==> config.mk <==
export PLATFORM = sky130hd
export DESIGN_NAME = uart_regmap_master
export DESIGN_NICKNAME = d
export VERILOG_FILES = /design/src/rtl/uart_regmap_master.sv
export SDC_FILE = /design/constraint.sdc
export NUM_CORES = 1
export LEC_CHECK = 0
export ABC_AREA = 1
export CAP_MARGIN = 20
export CORE_MARGIN = 2
export CORE_UTILIZATION = 30
export DETAILED_ROUTE_END_ITERATION = 7
export PLACE_DENSITY_LB_ADDON = 0.15
export SLEW_MARGIN = 25
export SYNTH_ARGS = -nofsm -noshare
export SYNTH_HDL_FRONTEND = slang
export SYNTH_SLANG_ARGS = --single-unit
==> constraint.sdc <==
create_clock -name clk -period 1.8 [get_ports clk]
set_input_delay 0.54 -clock clk [delete_from_list [all_inputs] [get_ports clk]]
set_output_delay 0.54 -clock clk [all_outputs]
set_load 0.02 [all_outputs]
==> src/rtl/uart_regmap_master.sv <==
`default_nettype none
// ============================================================================
// Module   : uart_regmap_master
// Purpose  : Frames one regmap read/write command for uart_tx and collects the
//            read reply from uart_rx. Optional macro REGMAP_MASTER_TIMEOUT_EN.
// Revision : 1.0  initial release
// ============================================================================
module uart_regmap_master #(
  parameter int NUM_ADDR_BYTES = 2,
  parameter int GAP_CYCLES     = 1024,
  parameter int RESP_TIMEOUT   = 65535
) (
  input  logic                        clk,
  input  logic                        rst_n,
  input  logic                        cmd_valid,
  output logic                        cmd_ready,
  input  logic                        cmd_rw,
  input  logic [6:0]                  cmd_slave_id,
  input  logic [NUM_ADDR_BYTES*8-1:0] cmd_addr,
  input  logic [7:0]                  cmd_len,
  input  logic [7:0]                  wr_data,
  input  logic                        wr_valid,
  output logic                        wr_ready,
  output logic [7:0]                  rd_data,
  output logic                        rd_valid,
  output logic                        tx_trig,
  output logic [7:0]                  send_data,
  input  logic                        tx_bsy,
  input  logic                        rx_data_valid,
  input  logic [7:0]                  rx_data_out,
  output logic                        busy,
  output logic                        done,
  output logic                        err
);

  localparam int c_AW = NUM_ADDR_BYTES * 8;
  localparam int c_GW = $clog2(GAP_CYCLES + 1);

  typedef enum logic [3:0] {
    S_IDLE  = 4'd0,
    S_HDR   = 4'd1,
    S_ADDR  = 4'd2,
    S_LEN   = 4'd3,
    S_WDATA = 4'd4,
    S_RHDR  = 4'd5,
    S_RDATA = 4'd6,
    S_GAP   = 4'd7,
    S_DONE  = 4'd8
  } state_t;

  state_t          r_state;
  logic            r_rw;
  logic [6:0]      r_sid;
  logic [c_AW-1:0] r_addr;
  logic [7:0]      r_len;
  logic [8:0]      r_cnt;
  logic [c_GW-1:0] r_gap;
  logic            r_tx_trig;
  logic            r_hold;
  logic [7:0]      r_send_data;
  logic            r_wr_ready;
  logic            r_rd_valid;
  logic [7:0]      r_rd_data;
  logic            r_done;
  logic            r_err;

  // A new byte may go out only after the trigger cycle and one settle cycle.
  logic w_can_send;
  logic w_last;
  assign w_can_send = !tx_bsy && !r_tx_trig && !r_hold;
  assign w_last     = (r_cnt == {1'b0, r_len});

`ifdef REGMAP_MASTER_TIMEOUT_EN
  localparam int c_TW = $clog2(RESP_TIMEOUT + 1);
  logic [c_TW-1:0] r_to;
  logic            w_timeout;
  assign w_timeout = (r_to == c_TW'(RESP_TIMEOUT - 1));
`endif

  always_ff @(posedge clk) begin
    if (!rst_n) begin
      r_state     <= S_IDLE;
      r_rw        <= 1'b0;
      r_sid       <= '0;
      r_addr      <= '0;
      r_len       <= '0;
      r_cnt       <= '0;
      r_gap       <= '0;
      r_tx_trig   <= 1'b0;
      r_hold      <= 1'b0;
      r_send_data <= '0;
      r_wr_ready  <= 1'b0;
      r_rd_valid  <= 1'b0;
      r_rd_data   <= '0;
      r_done      <= 1'b0;
      r_err       <= 1'b0;
`ifdef REGMAP_MASTER_TIMEOUT_EN
      r_to        <= '0;
`endif
    end else begin
      r_tx_trig  <= 1'b0;
      r_wr_ready <= 1'b0;
      r_rd_valid <= 1'b0;
      r_done     <= 1'b0;
      r_hold     <= r_tx_trig;
`ifdef REGMAP_MASTER_TIMEOUT_EN
      if (rx_data_valid || !(r_state == S_RHDR || r_state == S_RDATA))
        r_to <= '0;
      else
        r_to <= r_to + 1'b1;
`endif
      case (r_state)
        S_IDLE: if (cmd_valid) begin
          r_rw    <= cmd_rw;
          r_sid   <= cmd_slave_id;
          r_addr  <= cmd_addr;
          r_len   <= cmd_len;
          r_err   <= 1'b0;
          r_state <= S_HDR;
        end
        S_HDR: if (w_can_send) begin
          r_send_data <= {r_rw, r_sid};
          r_tx_trig   <= 1'b1;
          r_cnt       <= '0;
          r_state     <= S_ADDR;
        end
        S_ADDR: if (w_can_send) begin
          r_send_data <= r_addr[c_AW-1 -: 8];
          r_addr      <= r_addr << 8;
          r_tx_trig   <= 1'b1;
          r_cnt       <= r_cnt + 1'b1;
          if (r_cnt == 9'(NUM_ADDR_BYTES - 1)) begin
            r_cnt   <= '0;
            r_state <= S_LEN;
          end
        end
        S_LEN: if (w_can_send) begin
          r_send_data <= r_len;
          r_tx_trig   <= 1'b1;
          r_cnt       <= '0;
          r_state     <= r_rw ? S_RHDR : S_WDATA;
        end
        S_WDATA: if (wr_valid && w_can_send) begin
          r_send_data <= wr_data;
          r_tx_trig   <= 1'b1;
          r_wr_ready  <= 1'b1;
          r_cnt       <= r_cnt + 1'b1;
          if (w_last) r_state <= S_GAP;
        end
        S_RHDR: begin
          if (rx_data_valid) begin
            if (rx_data_out == {1'b1, r_sid}) begin
              r_cnt   <= '0;
              r_state <= S_RDATA;
            end else begin
              r_err   <= 1'b1;
              r_state <= S_GAP;
            end
          end
`ifdef REGMAP_MASTER_TIMEOUT_EN
          else if (w_timeout) begin
            r_err   <= 1'b1;
            r_state <= S_GAP;
          end
`endif
        end
        S_RDATA: begin
          if (rx_data_valid) begin
            r_rd_valid <= 1'b1;
            r_rd_data  <= rx_data_out;
            r_cnt      <= r_cnt + 1'b1;
            if (w_last) r_state <= S_GAP;
          end
`ifdef REGMAP_MASTER_TIMEOUT_EN
          else if (w_timeout) begin
            r_err   <= 1'b1;
            r_state <= S_GAP;
          end
`endif
        end
        // The idle gap starts only once the last byte has left uart_tx.
        S_GAP: if (w_can_send) begin
          if (r_gap == c_GW'(GAP_CYCLES - 1)) begin
            r_gap   <= '0;
            r_done  <= 1'b1;
            r_state <= S_DONE;
          end else begin
            r_gap <= r_gap + 1'b1;
          end
        end
        S_DONE:  r_state <= S_IDLE;
        default: r_state <= S_IDLE;
      endcase
    end
  end

  assign cmd_ready = (r_state == S_IDLE);
  assign busy      = (r_state != S_IDLE);
  assign tx_trig   = r_tx_trig;
  assign send_data = r_send_data;
  assign wr_ready  = r_wr_ready;
  assign rd_valid  = r_rd_valid;
  assign rd_data   = r_rd_data;
  assign done      = r_done;
  assign err       = r_err;

endmodule
`default_nettype wire

* After elaboration in Yosys (flattened, before gate mapping)
Cells that the tools add are included.
** Storage, ports and cells
- Bits in registers :: 78
- Output and inout bits :: 23
** Operators by class
- Add/sub/neg operators :: 2
- Equal/unequal tests :: 24
- Multiplexer cells :: 40
- Reductions and logical operators :: 25
** Operator list (number)
- 9-bit two-way mux :: 7
- 9-bit one-hot mux with 5 select lines :: 1
- 4-bit two-way mux :: 11
- 16-bit two-way mux :: 2
- 8-bit two-way mux :: 4
- 16-bit one-hot mux with 2 select lines :: 1
- 4-bit one-hot mux with 8 select lines :: 1
- 8-bit one-hot mux with 4 select lines :: 1
- 2-bit inequality test (second input constant) :: 12
- 4-bit by 3-bit == test with 1-bit output (second input constant) :: 4
- 11-bit by 1-bit adder with 11-bit output (second input constant) :: 1
- 11-bit by 10-bit == test with 1-bit output (second input constant) :: 1
- 11-bit two-way mux :: 1
- 10-bit AND reduction :: 1
- 2-bit AND reduction :: 5
- 9-bit by 1-bit adder with 9-bit output (second input constant) :: 1
- 9-bit by 1-bit == test with 1-bit output (second input constant) :: 1
- 9-bit by 8-bit == test with 1-bit output :: 1
- 1-bit two-way mux :: 9
- 4-bit by 2-bit == test with 1-bit output (second input constant) :: 2
- 8-bit == test :: 1
- 4-bit nonzero test :: 2
- 7-bit AND reduction :: 1
- 3-bit AND reduction :: 2
- 12 further kinds :: 18

* Longest topological paths before layout
Gate-level depths: netlist of the first run.
- Word-level depth :: 6
- Gate-level depth with buffers :: 13
- Mapped depth without buffers :: 13

* Worst setup path before layout of the first run
No wires, ideal clock.
- Path type :: in2reg
- Start :: in tx_bsy
- End :: reg r_gap[7]
- Setup time :: 114 ps
- Arrival time :: 1574 ps
- Data required time :: 1686 ps
- Slack :: 112 ps
- Cell stages on the path :: 10
- Cell sequence :: nor2_1 nand2_1 inv_1 nand2_4 nor3_4 nand2_1 nor3_2 nand2_1 nand2_2 nor2_1
** Between the ends
- Longest elaborated chain between the ends :: 4
** Ends and longest elaborated chain
- start: declaration :: line 28 : input logic tx_bsy,
- 1-bit logical NOT :: line 70 : assign w_can_send = !tx_bsy && !r_tx_trig && !r_hold;
- 1-bit logical AND (2 in series) :: line 70
- 2-bit AND reduction (no source line)
- end signal: assignment :: line 188 : r_gap <= r_gap + 1'b1;
- end: declaration :: line 57 : logic [c_GW-1:0] r_gap;
No other way between the ends.
A chain may end at the register's enable or synchronous reset.

* Final worst setup path of the first run
- Start :: reg r_rd_valid, in the netlist rd_valid
- End :: out rd_valid
** RTL lines
- start: declaration :: line 62 : logic r_rd_valid;
- start signal: assignment :: line 93 : r_rd_valid <= 1'b0;
- start signal: assignment :: line 103 : r_rd_valid <= 1'b0;
- start signal: assignment :: line 169 : r_rd_valid <= 1'b1;
- end: declaration :: line 25 : output logic rd_valid,
No word-level cell between the ends.

==> results of run 1 <==
## cells in the final DEF, fill, tap and decap left out, types with 2 or more instances in the layout
cell type and instances:
a31oi_1 9, nor3_4 3, o21ai_1 3, inv_2 9
dlymetal6s2s_1 8, a21oi_1 55, buf_4 53, ha_1 3
buf_6 3, a211oi_1 3, clkbuf_16 9, nor2_4 8
dfxtp_1 77, dlygate4sd2_1 18, nand4_1 7, nand2_1 128
nand3_2 2, buf_2 2, inv_4 2, clkbuf_1 4
xor2_1 8, nand2_2 11, nor2_1 64, a21oi_2 4
nor3_1 6, clkdlybuf4s50_1 48, o21ai_0 33, nand3_1 43
inv_1 39, nand2_4 4, nor2_2 4, o211ai_1 5
xnor2_1 5
## layout make-up
type	count	area [um^2]
fillers	1370	7100
repair buffers	133	1200
flip-flops and latches	78	1570
multi-input cells	416	2160
clock buffers	13	240
inverters	51	196
clock inverters	3	43.8
well taps	172	215
## logic make-up after synthesis
logic type,synth area share [%]
compound gates,15.9
xor+xnor,3.10
fa+ha+maj,0.949
buf+inv,8.13
flops,39.5
simple gates,32.4
## sequential cells by signal, indices dropped and copies added, names as in the netlist
| signal | count |
|---|---|
| r_hold | 1 |
| rd_data | 8 |
| r_state | 4 |
| done | 1 |
| r_rw | 1 |
| err | 1 |
| r_sid | 7 |
| r_cnt | 9 |
| r_gap | 11 |
| rd_valid | 1 |
| r_addr | 16 |
| tx_trig | 1 |
| r_len | 8 |
| wr_ready | 1 |
| send_data | 8 |
## power breakdown
part	leakage, nW	internal, mW	switching [mW]
logic	1.65	1.36	1.90
clock network	0.138	1.08	0.729
registers	0.637	2.05	0.203
total	2.42	4.49	2.83
## stage by stage
step                      instances  util [%]  setup slack, ns  area (um^2)  setup TNS (ns)
after floorplan                 566         -            0.112         3950               0
after global placement          842      40.8           -0.372         5180          -14.55
after detailed placement        842      40.8           -0.416         5180          -15.65
after global routing            866      44.2          -0.0255         5620         -0.0650
final                           866      44.2           0.0341         5620               0
after CTS                       860      43.0          0.00264         5480               0
## repair_timing
item                                    in CTS  in global routing
endpoints found under the setup margin      40                 49
pin swaps                                    4                 11
resized for setup                           30                 36
gates cloned                                 0                  0
setup buffers                                2                  6
hold buffers                                 0                  0
## worst max-delay path by stage
stage                     slack, ns        to  depth (start not counted)           start
after floorplan                0.11  r_gap[7]                         10          tx_bsy
after global placement        -0.37  r_cnt[5]                          9  rx_data_out[2]
after detailed placement      -0.42  r_gap[7]                         11          tx_bsy
after CTS                     0.003  r_gap[7]                         11          tx_bsy
after global routing          -0.03  r_cnt[7]                         10      r_state[1]
final                          0.03  rd_valid                          1        rd_valid
## metal layers
| metal | up-vias | global-route usage, % | wire (um) |
|---|---|---|---|
| li1 | 2107 | - | - |
| met1 | 1842 | 22.0 | 5440 |
| met2 | 96 | 28.3 | 5510 |
| met3 | 13 | 3.52 | 552 |
| met4 | 0 | 4.91 | 135 |
| met5 | - | 0 | 0 |
==> run summary, run 1 <==
Hold Startpoint - err
post-synth top area cell - dfxtp_1
P_leak - 2.42 nW
routed vias - 4058
register area share after synthesis - 39.5%
# IOs - 77
R2R Setup Slk - 0.09 ns
final hold violation count - 0
Iter 0 DRT Violations - 226
vias in the first global route - 3926
Max Slew Vio Count - 0
top-count cell post-synth - nand2_1
Num CTS Buffers - 9
crit share post-route - 98.1%
Syn Inst Count - 566
Unique masters post-synth - 37
Synth Cell Area - 3950 um^2
Yosys top cell area share - 39.5%
skew final - 0.00576 ns
Critical Path Start Type - flop
Core Footprint - 12700 um^2
final net count - 746
post-DR wirelength/cell - 13.4 um
via/cell ratio - 4.69
worst skew pair latency - 0.33 ns
Post-DRT Antenna Nets - 0
Post-route DRC - 0
H-tree depth - 3
critical path class - flop to output port
cell chain of the critical path - clkdlybuf4s50_1
Final Power - 7.32 mW
Clock Tree Root - clkbuf_16
Slowest-stage cell, CP - clkdlybuf4s50_1
Hold Path Sink - err
worst reg2reg path depth - 11
area growth from synthesis to layout - 42.2%
final estimated routing congestion in global placement - 0.908
Die Span Y - 119 um
Crit Path Max Fanout - 1
post-layout minimum cycle time - 1.77 ns
worst vdd ir - 0.469 mV
initial core utilization - 31.1%
max-cap violations - 0
Reg clk slew, reported paths - 0.06 ns
largest net degree at the start of global routing - 19
Async SR Flop Fraction - 0%
status - finished clean
syn avg cell area - 6.99 um^2
GRT Total Usage - 16.9%
share of cells above drive strength 1 - 17.9%
HP Class - flop to flop
final setup fails - 0
Worst path max stage delay - 0.59 ns
CP delay by family, top - buffers and inverters
antenna cells - 0
First-pass DRT Iterations - 8
final hold slack - 0.461 ns
Row Count - 41
Critical Path Sink Type - output port
Worst EP arrival - 1.23 ns
Die X-Extent - 119 um
most frequent cells after synthesis - nand2_1, dfxtp_1, nor2_1
Warnings, synthesis - 0
total grt overflow - 0
die area - 14100 um^2
clk buf depth - 2
CTS tree - yes
CP bufs+invs - 1
largest cells by area after synthesis - dfxtp_1, nand2_1, a21oi_1
DP Wirelength - 9080 um
initial antenna violation count - 0
max_slew headroom - 72.8%
Worst-Margin Slew - 0.405 ns
Mapped Nets - 623
Hold Path Depth - 2
clock sinks - 78
worst r2r src - r_state[0]
Power Dens Cells - 1300 nW/um^2
WL final - 11600 um
Fmax - 566 MHz
Synth Flop Type - dfxtp_1
Post-synth EDFFs - 0
port buffer count - 76
register bit count reported by yosys - 78
Critical Path RT - 1.26 ns
Crit Reg-Reg Endpoint - r_cnt[3]
first-pass GRT wire length - 19200 um
No activity file was read; power rests on OpenSTA's default activity.
==> inputs of run 2 (changes only) <==
- CORE_MARGIN: 2 -> 3
==> run 2 against run 1 <==
  * Power fell by 0.69%
  * Largest power group unchanged
  * Sequential cell count is the same
  * Core utilization decreased by 0.97 points
==> run summary, run 2 (same netlist as run 1, synthesis figures left out) <==
critical path class - primary input to flop
GRT Total Usage - 16.1% (-0.87 points)
die area - 14600 um^2 (+3.4%)
Iter 0 DRT Violations - 153 (-32%)
fill count - 1334 (-2.6%)
CP bufs+invs - 2 (+1)
Die Span Y - 121 um (+1.7%)
Core Footprint - 12800 um^2 (+0.40%)
Clock Tree Root - clkbuf_16
hold_buf cts - 0 (unchanged)
Post-Route Utilization - 43.2% (-0.97 points)
post-DR wirelength/cell - 13.4 um (about the same)
area growth from synthesis to layout - 39.7%
post-route cell area - 5520 um^2 (-1.8%)
First-pass DRT Iterations - 4 (-4)
Critical Path RT - 2.07 ns (+0.81 ns)
largest register by flop count - r_addr
worst vdd ir - 0.563 mV (+20%)
cell chain of the critical path - clkdlybuf4s50_1 -> xnor2_1 -> nand2_1 -> nor2_2 -> nand2_2 -> nand2_4 -> buf_6 -> nand3_1 -> a21oi_1
Crit Path Max Fanout - 7 (+6)
max_slew headroom - 73.9% (+1.1 points)
routed vias - 3925 (-3.3%)
final hold slack - 0.454 ns (-0.00668 ns)
commonest cells after routing, fill and taps aside - nand2_1, dfxtp_1, nor2_1, a21oi_1, clkdlybuf4s50_1
initial antenna violation count - 0 (unchanged)
H-tree depth - 3 (unchanged)
biggest regs - r_addr x16, r_gap x11, r_cnt x9
skew final - 0.00400 ns (-0.00176 ns)
final hold violation count - 0 (unchanged)
WL final - 11500 um (-1.2%)
worst skew pair latency - 0.34 ns (about the same)
vias in the first global route - 3792 (-3.4%)
clock sinks - 78 (unchanged)
share of cells above drive strength 1 - 16.4% (-1.5 points)
Post-DRT Antenna Nets - 0 (unchanged)
max-cap violations - 0 (unchanged)
via/cell ratio - 4.59 (-2.0%)
clk buf depth - 2 (unchanged)
final setup fails - 0 (unchanged)
P_leak - 2.31 nW (-4.7%)
crit share post-route - 94.6% (-3.5 points)
Largest register FFs - 16 (unchanged)
Fmax - 587 MHz (+3.7%)
Num CTS Buffers - 9 (unchanged)
Worst EP arrival - 1.97 ns (+0.74 ns)
Slowest-stage cell, CP - clkdlybuf4s50_1
HP Class - flop to flop
final net count - 735 (-1.5%)
largest net degree at the start of global routing - 21 (+2)
port buffer count - 76 (unchanged)
Row Count - 41 (unchanged)
CP delay by family, top - buffers and inverters
antenna cells - 0 (unchanged)
DP Wirelength - 8890 um (-2.1%)
fin cells - 855 (-1.3%)
placed insts - 838 (-0.48%)
setup TNS - 0 ns (unchanged)
Critical Path Sink Type - flop
setup repair after global routing missed its margin - yes
final worst slack - 0.0970 ns (+0.0629 ns)
commonest non-fill, non-tap cell in the layout - nand2_1
Placed Area - 5150 um^2 (-0.58%)
Final Power - 7.27 mW (-0.69%)
Post-route DRC - 0 (unchanged)
Die X-Extent - 121 um (+1.7%)
post-layout minimum cycle time - 1.70 ns (-0.0629 ns)
total grt overflow - 0 (unchanged)
initial core utilization - 31.0% (-0.12 points)
final estimated routing congestion in global placement - 0.862 (-5.1%)
status - finished clean
Worst path max stage delay - 0.50 ns (-0.09 ns)
R2R Setup Slk - 0.12 ns (+0.03 ns)
first-pass GRT wire length - 18500 um (-3.6%)
Power Dens Cells - 1320 nW/um^2 (+1.1%)
Max Slew Vio Count - 0 (unchanged)
# IOs - 77 (unchanged)
Critical Path Start Type - primary input
Reg clk slew, reported paths - 0.06 ns (about the same)
Worst-Margin Slew - 0.389 ns (-0.0158 ns)
CTS tree - yes
worst slack, placed - -0.408 ns (+0.00789 ns)
[run 2: power by group]
part | switching [mW] | internal, mW
clock | 0.720 | 1.19
sequential | 0.197 | 2.05
combinational | 1.87 | 1.24
total | 2.79 | 4.48
[run 2: area by class of cell]
class                   count  area [um^2]  share of cell area [%]
multi-input cells         416         2130                    38.6
clock buffers              14          274                    4.96
repair buffers            122         1100                    19.9
flip-flops and latches     78         1560                    28.3
well taps                 172          215                    3.90
clock inverters             2         38.8                   0.702
inverters                  51          196                    3.56
[run 2: path summary, 6_finish.rpt]
check,to,from,cells past startpoint
min,err,err,2
min reg2reg,err,err,2
max,r_cnt[2],rx_data_out[1],9
max reg2reg,r_gap[3],r_state[0],10
[run 2: routing by layer]
metal  GRT usage [%]  vias up  share of wire, %
met2            25.3       75                46
met1            21.3     1759                48
met5               0        -                 0
met3            4.26       14               4.2
li1                -     2077                 -
met4            5.67        0               1.7
[run 2: worst reg2reg max path, delay by kind of cell, from the launching register on]
| family | cells | cell delay (ns) |
|---|---|---|
| DFF | 1 | 0.35 |
| and+or+nand+nor | 9 | 1.05 |
| buffers and inverters | 1 | 0.16 |
[run 2: repair_timing]
item	4_1_cts	5_1_grt
resized for setup	28	24
setup endpoints to repair	42	33
pin swaps	0	11
setup buffers	0	1
==> inputs of run 3 (changes only) <==
- CORE_ASPECT_RATIO: default -> 0.75
==> run 3 against run 2 <==
  * Wire length rose by 4.9%
  * Clock power fell by 4%
  * Sequential share of layout area fell by 0.43 points
  * Critical endpoint is now wr_ready
  * First-iteration DRC count rose by 41%
  * Sequential power barely moved
  * Via count rose by 3.4%
  * Worst hold slack improved by 0.0012 ns
  * Maximum frequency fell by 3.9%
  * Non-clock buffer count rose by 10
  * Critical path depth fell by 8
  * Cell count rose by 0.47%
==> run summary, run 3 (same netlist as run 1, synthesis figures left out) <==
CP delay by family, top - buffers and inverters
hold_buf cts - 0 (unchanged)
CTS tree - yes
critical path class - flop to output port
First-pass DRT Iterations - 5 (+1)
Die X-Extent - 139 um (+15%)
die area - 14600 um^2 (about the same)
GRT Total Usage - 16.7% (+0.59 points)
Critical Path Sink Type - output port
Power Dens Cells - 1310 nW/um^2 (-0.65%)
Critical Path Start Type - flop
antenna cells - 0 (unchanged)
status - finished clean
final worst slack - 0.0283 ns (-0.0687 ns)
post-layout minimum cycle time - 1.77 ns (+0.0687 ns)
setup repair after global routing missed its margin - yes
fin cells - 859 (+0.47%)
max_slew headroom - 72.8% (-1.1 points)
clock sinks - 78 (unchanged)
final net count - 745 (+1.4%)
clk buf depth - 2 (unchanged)
final setup fails - 0 (unchanged)
Max Slew Vio Count - 0 (unchanged)
worst skew pair latency - 0.34 ns (about the same)
initial antenna violation count - 0 (unchanged)
Worst path max stage delay - 0.59 ns (+0.09 ns)
final estimated routing congestion in global placement - 0.902 (+4.7%)
Row Count - 35 (-15%)
final hold slack - 0.456 ns (+0.00121 ns)
Die Span Y - 105 um (-13%)
post-route cell area - 5620 um^2 (+1.8%)
Critical Path RT - 1.26 ns (-0.81 ns)
Clock Tree Root - clkbuf_16
Worst EP arrival - 1.23 ns (-0.74 ns)
Fmax - 564 MHz (-3.9%)
worst slack, placed - -0.453 ns (-0.0449 ns)
Reg clk slew, reported paths - 0.06 ns (about the same)
Placed Area - 5190 um^2 (+0.68%)
max-cap violations - 0 (unchanged)
commonest non-fill, non-tap cell in the layout - nand2_1
routed vias - 4060 (+3.4%)
placed insts - 836 (-0.24%)
first-pass GRT wire length - 19700 um (+6.0%)
share of cells above drive strength 1 - 18.3% (+1.9 points)
largest net degree at the start of global routing - 20 (-4.8%)
HP Class - flop to flop
port buffer count - 76 (unchanged)
final hold violation count - 0 (unchanged)
biggest regs - r_addr x16, r_gap x11, r_cnt x9
commonest cells after routing, fill and taps aside - nand2_1, dfxtp_1, nor2_1, a21oi_1, buf_4
DP Wirelength - 9320 um (+4.8%)
Num CTS Buffers - 9 (unchanged)
CP bufs+invs - 1 (-1)
Core Footprint - 12600 um^2 (-1.6%)
largest register by flop count - r_addr
skew final - 0.00962 ns (+0.00562 ns)
Post-route DRC - 0 (unchanged)
# IOs - 77 (unchanged)
crit share post-route - 98.4% (+3.8 points)
setup TNS - 0 ns (unchanged)
Largest register FFs - 16 (unchanged)
Slowest-stage cell, CP - clkdlybuf4s50_1
Crit Path Max Fanout - 1 (-6)
Iter 0 DRT Violations - 216 (+41%)
worst vdd ir - 0.518 mV (-8.1%)
vias in the first global route - 3776 (-0.42%)
WL final - 12100 um (+4.9%)
post-DR wirelength/cell - 14.0 um (+4.4%)
total grt overflow - 0 (unchanged)
area growth from synthesis to layout - 42.2%
Post-DRT Antenna Nets - 0 (unchanged)
initial core utilization - 31.5% (+0.51 points)
cell chain of the critical path - clkdlybuf4s50_1
Worst-Margin Slew - 0.405 ns (+0.0163 ns)
H-tree depth - 3 (unchanged)
P_leak - 2.41 nW (+4.4%)
via/cell ratio - 4.73 (+3.0%)
==> run 3: per-stage QoR <==
| stage | power (mW) | utilization, % |
|---|---|---|
| 2_1_floorplan | 4.20 | - |
| 3_3_place_gp | 5.37 | 41.3 |
| 3_5_place_dp | 5.39 | 41.3 |
| 4_1_cts | 7.28 | 43.8 |
| 5_1_grt | 7.86 | 44.7 |
| 6_report | 7.35 | 44.7 |
==> run 3: cell type report <==
class | instances | area, um^2
inverters | 51 | 196
clock inverters | 7 | 72.6
flip-flops and latches | 78 | 1570
fillers | 1281 | 6950
multi-input cells | 416 | 2150
clock buffers | 9 | 225
well taps | 166 | 208
repair buffers | 132 | 1200
==> run 3: metal layers <==
layer	share of wire [%]	up-vias	global-route usage [%]
met2	43	101	24.7
met3	4.7	9	4.40
met4	1.3	0	4.23
li1	-	2095	-
met1	51	1855	24.0
met5	0	-	0
==> run 3: final timing paths <==
check / startpoint / depth (start not counted) / slack, ns / endpoint
hold / removal: tx_trig / 2 / 0.46 / r_hold
hold reg to reg: tx_trig / 2 / 0.46 / r_hold
setup / recovery: wr_ready / 1 / 0.03 / wr_ready
setup reg to reg: r_state[3] / 11 / 0.07 / r_cnt[2]
==> run 3: power by group <==
part	internal, mW	switching (mW)
clock network	1.08	0.764
logic	1.33	1.93
registers	2.05	0.197
total	4.46	2.89
==> run 3: what timing repair did <==
action,4_1_cts,5_1_grt
resized for setup,34,31
pin swaps,5,14
buffers inserted,2,5
setup endpoints to repair,39,44
